**src/rtl/decode_pkg.sv**
```systemverilog
// Shared types for the decode queue: format tags, RV opcodes and the decoded bundle.
// Widths are held at 64 bits here and truncated to XLEN by the queue.
package decode_pkg;

   localparam int MAXW = 64;

   typedef enum logic [2:0] {
      FMT_R   = 3'd0,
      FMT_I   = 3'd1,
      FMT_S   = 3'd2,
      FMT_B   = 3'd3,
      FMT_U   = 3'd4,
      FMT_J   = 3'd5,
      FMT_ILL = 3'd6
   } fmt_e;

   localparam logic [6:0] OP_LUI    = 7'h37;
   localparam logic [6:0] OP_AUIPC  = 7'h17;
   localparam logic [6:0] OP_JAL    = 7'h6f;
   localparam logic [6:0] OP_JALR   = 7'h67;
   localparam logic [6:0] OP_LOAD   = 7'h03;
   localparam logic [6:0] OP_OPIMM  = 7'h13;
   localparam logic [6:0] OP_FENCE  = 7'h0f;
   localparam logic [6:0] OP_SYSTEM = 7'h73;
   localparam logic [6:0] OP_BRANCH = 7'h63;
   localparam logic [6:0] OP_STORE  = 7'h23;
   localparam logic [6:0] OP_OP     = 7'h33;

   typedef struct packed {
      logic [MAXW-1:0] pc;
      logic [6:0]      opcode;
      fmt_e            fmt;
      logic [4:0]      rd;
      logic [4:0]      rs1;
      logic [4:0]      rs2;
      logic [2:0]      funct3;
      logic [6:0]      funct7;
      logic [MAXW-1:0] imm;
      logic            illegal;
   } decoded_t;

endpackage

```
**src/rtl/inst_decode_comb.sv**
```systemverilog
// Combinational RV32/RV64 instruction decoder producing a zero-filled decoded_t (pc left zero).
// DECODE_RV_M_EN accepts funct7=0x01 R-format (M extension) as legal.
module inst_decode_comb
   import decode_pkg::*;
(
   input  logic [31:0] inst,
   output decoded_t    dec
);

`ifdef DECODE_RV_M_EN
   localparam bit M_EXT = 1'b1;
`else
   localparam bit M_EXT = 1'b0;
`endif

   fmt_e fmt;

   always_comb begin
      fmt = FMT_ILL;
      if (inst[1:0] == 2'b11) begin
         unique case (inst[6:0])
            OP_LUI, OP_AUIPC: fmt = FMT_U;
            OP_JAL:           fmt = FMT_J;
            OP_JALR, OP_LOAD, OP_OPIMM, OP_FENCE, OP_SYSTEM: fmt = FMT_I;
            OP_BRANCH:        fmt = FMT_B;
            OP_STORE:         fmt = FMT_S;
            OP_OP: begin
               if (inst[31:25] == 7'h00 || inst[31:25] == 7'h20 ||
                   (M_EXT && inst[31:25] == 7'h01))
                  fmt = FMT_R;
            end
            default:          fmt = FMT_ILL;
         endcase
      end
   end

   // Illegal encodings keep only their opcode; every other field stays zero.
   always_comb begin
      dec         = '0;
      dec.opcode  = inst[6:0];
      dec.fmt     = fmt;
      dec.illegal = (fmt == FMT_ILL);
      case (fmt)
         FMT_R: begin
            dec.rd     = inst[11:7];
            dec.rs1    = inst[19:15];
            dec.rs2    = inst[24:20];
            dec.funct3 = inst[14:12];
            dec.funct7 = inst[31:25];
         end
         FMT_I: begin
            dec.rd     = inst[11:7];
            dec.rs1    = inst[19:15];
            dec.funct3 = inst[14:12];
            dec.imm    = {{52{inst[31]}}, inst[31:20]};
         end
         FMT_S: begin
            dec.rs1    = inst[19:15];
            dec.rs2    = inst[24:20];
            dec.funct3 = inst[14:12];
            dec.imm    = {{52{inst[31]}}, inst[31:25], inst[11:7]};
         end
         FMT_B: begin
            dec.rs1    = inst[19:15];
            dec.rs2    = inst[24:20];
            dec.funct3 = inst[14:12];
            dec.imm    = {{51{inst[31]}}, inst[31], inst[7], inst[30:25], inst[11:8], 1'b0};
         end
         FMT_U: begin
            dec.rd     = inst[11:7];
            dec.imm    = {{32{inst[31]}}, inst[31:12], 12'b0};
         end
         FMT_J: begin
            dec.rd     = inst[11:7];
            dec.imm    = {{43{inst[31]}}, inst[31], inst[19:12], inst[20], inst[30:21], 1'b0};
         end
         default: ;
      endcase
   end

endmodule

```
**src/rtl/decode_queue.sv**
```systemverilog
// Decode stage: decodes fetched instructions and buffers them in a DEPTH-entry FIFO with flush.
// DECODE_RV_M_EN (in inst_decode_comb) makes M-extension R-format encodings legal.
module decode_queue
   import decode_pkg::*;
#(
   parameter int XLEN  = 32,
   parameter int DEPTH = 2
) (
   input  logic                       clk,
   input  logic                       rst_n,
   input  logic                       in_valid,
   output logic                       in_ready,
   input  logic [31:0]                in_inst,
   input  logic [XLEN-1:0]            in_pc,
   input  logic                       flush,
   output logic                       out_valid,
   input  logic                       out_ready,
   output logic [XLEN-1:0]            out_pc,
   output logic [6:0]                 out_opcode,
   output logic [2:0]                 out_funct3,
   output logic [6:0]                 out_funct7,
   output logic [4:0]                 out_rd,
   output logic [4:0]                 out_rs1,
   output logic [4:0]                 out_rs2,
   output logic [2:0]                 out_fmt,
   output logic [XLEN-1:0]            out_imm,
   output logic                       out_illegal,
   output logic [$clog2(DEPTH+1)-1:0] count
);

   localparam int PW = $clog2(DEPTH);
   localparam int CW = $clog2(DEPTH+1);

   decoded_t        mem [DEPTH];
   decoded_t        dec_in;
   decoded_t        entry;
   decoded_t        head_e;
   logic [PW-1:0]   head;
   logic [PW-1:0]   tail;
   logic            push;
   logic            pop;

   inst_decode_comb u_dec (
      .inst (in_inst),
      .dec  (dec_in)
   );

   always_comb begin
      entry    = dec_in;
      entry.pc = MAXW'(in_pc);
   end

   assign in_ready  = rst_n && (count != CW'(DEPTH));
   assign out_valid = (count != '0);
   assign push      = in_valid && in_ready && !flush;
   assign pop       = out_valid && out_ready && !flush;

   // Pointers wrap naturally since DEPTH is a power of two.
   always_ff @(posedge clk) begin
      if (!rst_n) begin
         head  <= '0;
         tail  <= '0;
         count <= '0;
         for (int i = 0; i < DEPTH; i++) mem[i] <= '0;
      end else if (flush) begin
         head  <= '0;
         tail  <= '0;
         count <= '0;
      end else begin
         if (push) begin
            mem[tail] <= entry;
            tail      <= tail + PW'(1);
         end
         if (pop) head <= head + PW'(1);
         if (push && !pop)      count <= count + CW'(1);
         else if (pop && !push) count <= count - CW'(1);
      end
   end

   assign head_e      = mem[head];
   assign out_pc      = head_e.pc[XLEN-1:0];
   assign out_opcode  = head_e.opcode;
   assign out_funct3  = head_e.funct3;
   assign out_funct7  = head_e.funct7;
   assign out_rd      = head_e.rd;
   assign out_rs1     = head_e.rs1;
   assign out_rs2     = head_e.rs2;
   assign out_fmt     = head_e.fmt;
   assign out_imm     = head_e.imm[XLEN-1:0];
   assign out_illegal = head_e.illegal;

endmodule

```
**config.mk**
```make
export PLATFORM = sky130hd
export DESIGN_NAME = decode_queue
export DESIGN_NICKNAME = d
export VERILOG_FILES = /design/src/rtl/decode_pkg.sv /design/src/rtl/inst_decode_comb.sv /design/src/rtl/decode_queue.sv
export SDC_FILE = /design/constraint.sdc
export NUM_CORES = 1
export LEC_CHECK = 0
export ABC_CLOCK_PERIOD_IN_PS = 4500
export BUFFER_PORTS_ARGS = -buffer_cell sky130_fd_sc_hd__buf_2
export CORE_MARGIN = 1.5
export CORE_UTILIZATION = 57
export DETAILED_ROUTE_END_ITERATION = 10
export PLACE_DENSITY = 0.81
export SYNTH_ARGS = -nofsm -noshare
export SYNTH_HDL_FRONTEND = slang
export SYNTH_HIERARCHICAL = 1
export SYNTH_SLANG_ARGS = --single-unit
```
**constraint.sdc**
```tcl
create_clock -name clk -period 4.5 [get_ports clk]
set_input_delay 0.45 -clock clk [delete_from_list [all_inputs] [get_ports clk]]
set_output_delay 0.45 -clock clk [all_outputs]
set_load 0.005 [all_outputs]
```
## After elaboration in Yosys (flattened, before gate mapping)

Memory sizes are Yosys's and may differ from the RTL's. A register that Yosys moved wholly into a read port is not among the register bits.
Index checks and enable logic that the tools add are counted.

- Equal/unequal tests: 20
- Add/sub/neg operators: 4
- Reduce and logical (&&, ||, !) cells: 22
- Mux-type cells: 21
- Bitwise operators: 1

Operators by type and width:

| kind | count |
|---|---|
| 64-bit case mux with 5 select lines | 1 |
| 132-bit two-way mux | 1 |
| 132-bit OR reduction | 1 |
| 7-bit by 6-bit == test with 1-bit output (second input constant) | 4 |
| 7-bit == test (second input constant) | 4 |
| 3-bit case mux with 6 select lines | 1 |
| 5-bit two-way mux | 3 |
| 7-bit by 5-bit == test with 1-bit output (second input constant) | 2 |
| 3-bit == test (second input constant) | 3 |
| 1-bit two-way mux | 9 |
| 3-bit two-way mux | 3 |
| 4-bit OR reduction | 2 |
| 7-bit by 2-bit == test with 1-bit output (second input constant) | 1 |
| 7-bit by 4-bit == test with 1-bit output (second input constant) | 1 |
| 1-bit logical AND | 7 |
| 7-bit logical NOT | 1 |
| 7-bit two-way mux | 1 |
| 3-bit by 2-bit == test with 1-bit output (second input constant) | 2 |
| 5-bit OR reduction | 1 |
| 2-bit two-way mux | 2 |
| 2-bit nonzero test | 2 |
| 2-bit OR reduction | 2 |
| 3-bit by 1-bit == test with 1-bit output (second input constant) | 1 |
| 1-bit logical NOT | 3 |
| other kinds (9) | 10 |

- Memory bits (writable): 264
- Memories: 1
- Output and inout port bits: 104
- Bits in registers: 4

Memories:

| name | words | bits a word | read ports | clocked after Yosys merged registers in | wr ports | line | RTL |
|---|---|---|---|---|---|---|---|
| mem | 2 | 132 | 1 | 1 | 2 | decode_queue.sv:34 | `decoded_t mem [DEPTH];` |

## Longest topological paths before layout

- Depth after elaboration: 10
- Mapped depth: 8
- Mapped depth without buffers: 6

## By module

Netlist, hierarchy kept.

Modules (own cells, without submodules):

| module | cells each | area an instance (µm²) | times used |
|---|---|---|---|
| decode_queue | 565 | 8,852.2 | 1 |
| inst_decode_comb | 224 | 1,611.5 | 1 |

## Worst setup path before layout

OpenSTA, ideal clock, no wires.

- Kind: input-to-reg
- Start point: in flush
- End point: mem mem[0][0] in the netlist's numbering, enable pin
- Data required time: 4,024 ps
- Arrival: 3,578 ps
- Library setup time: 476 ps
- Stages: 5
- Path buffers: 2
- Setup slack: 446 ps
- Cell sequence: nand2b_1 buf_2 nor4_4 buf_4 nand2b_1

RTL lines:

| what | line | RTL |
|---|---|---|
| start: declaration | decode_queue.sv:15 | `input logic flush,` |
| end: declaration | decode_queue.sv:34 |  |

==> metrics <==
routability congestion estimate=0.857; post-DP HPWL=12,500 µm; R2R depth=4; critical-path maximum fanout=80; Routed Antenna Nets=0; Post-CTS Setup Bufs=0; worst-margin pin slew=1.11 ns; total wire length=19,900 µm; latest clock arrival within the worst-skew pair=0.50 ns; number of global-route vias before repair=5,894; overall power=0.00452 W; Final nets=917; largest net degree at the start of global routing=101; Placed Area=0.0107 mm²; drt drc=0; P_int=0.00360 W; synthesis-to-layout area growth=17.6%; Setup CP Type=register to output port; H-tree Lvls=1; Die ar.=0.0179 mm²; setup slack, reg-to-reg=2.10 ns; status=finished, final reports clean; Clk pwr share=0.443; final hold vios=0; Hold Path Depth=2; # setup viols final=0; first-pass iteration count of the detailed router=5; Max Cap Viol=0; global-route wire length before repair=30,800 µm; vias per std cell=5.45; Place WS=1.80 ns; Period minus WS final=3.05 ns; Reg clk slew, reported paths=0.06 ns; register area=0.00611 mm²; CP Launch Type=register; Slew Viols, Final=0; Critical Path End Type=output port; Post-CTS Resized=0; Post-Layout Cell Count=1,083; leakage power=4.83 nW; gr ovfl total=0; TNS Setup=0 ns; GRT Overall Usage=0.221; sequential share of power=0.489; Starting Density=0.585; endpoint arrival time on the critical path=2.60 ns; fin worst setup slack=1.45 ns; Pwr Density=394 mW/mm²; Max clock buf depth=3; Syn Inst Count=693; fin area=0.0115 mm²; CTS tree=built; area of the multi-input gates=0.00333 mm²; Num CTS Buffers=22; Root Driver=clkbuf_16; Via Count=5,899; # port buffers=172; Worst Clk Skew=0.00977 ns; Iter 0 DRT Violations=469; io pins=173; CTS sink cnt=205; Req. time, crit path=4.05 ns; fillcell total=1,204; Die X=134 µm; NetSw=0.000926 W; DR WL/cell=18.4 µm; share of layout cells above drive strength 1=0.382; Switching Share=0.205; antenna cells=0; antenna violations before repair=1; VDD IR max=0.284 mV; Post-Place Cells=1,043; warning count from the yosys run=6; row count=47; Core ar.=0.0166 mm²; Syn Area/Cell=14.1 µm²; Rel. slew slack=0.260; Die Ht=134 µm; Gate power share=0.068; Final Cycle Share=0.677; Post-CTS Hold Buffers=0; Worst Hold Class=input pin to register; Max Freq=0.328 GHz; unrepaired setup endpoints after global routing=false; synthesized area=0.00974 mm²
final cells by class:
class,count,share of cell area
clock buffer,26,0.0512
clock inverter,14,0.0192
inverter,6,0.00197
multi-input combinational,433,0.291
sequential,205,0.533
tap,220,0.0240
timing repair buffer,179,0.0797
state kept, by name, indices dropped and copies added (netlist names), named ones only:
name and flops:
head 1, tail 1, count 2, mem 200
through the flow:
stage / utilization / hold slack (ns)
after floorplan: - / 0.472
after global placement: 0.640 / 0.502
after detailed placement: 0.640 / 0.521
after CTS: 0.689 / 0.220
after global routing: 0.689 / 0.227
final: 0.689 / 0.234
metal layers:
metal,wire length (µm),GRT usage,vias to the layer above
li1,-,-,2761
met3,1560,0.0514,44
met2,9600,0.372,229
met5,12,0,-
met1,8290,0.287,2863
met4,466,0.0646,2
power by group through the flow:
stage          combinational, W  clock [W]  sequential [W]
6_report               0.000309    0.00200         0.00221
5_1_grt                0.000336    0.00210         0.00222
4_1_cts                0.000311    0.00203         0.00221
3_5_place_dp           0.000308          0         0.00225
3_3_place_gp           0.000301          0         0.00224
2_1_floorplan          0.000176          0         0.00225
worst max-delay path: stages (launching register included):
cell,delay (ns)
dfxtp_4,1.08
buf_4,0.43
mux2_2,0.39
buf_2,0.13
path summary, 6_finish.rpt:
| kind | from | to |
|---|---|---|
| max reg2reg | count[0] | mem[1][108] |
| max | register | out_pc[28] |
| min | in_pc[24] | mem[1][124] |
| min reg2reg | head | register |
cell usage in the layout, fill, tap and decap left out, drive strengths merged, types with 3 or more instances in the layout:
cell type,count
clkbuf,26
and2,223
dfxtp,5
o21ai,5
buf,179
inv,6
nand2b,5
bufinv,6
mux2,100
or3b,3
nand2,6
or2,3
a21oi,5
a22o,6
xor2,3
a21o,19
clkinv,8
or3,3
conb,6
and3,7
nor2,7
edfxtp,200
nor3,6
Power figures use the tool's default switching activity.
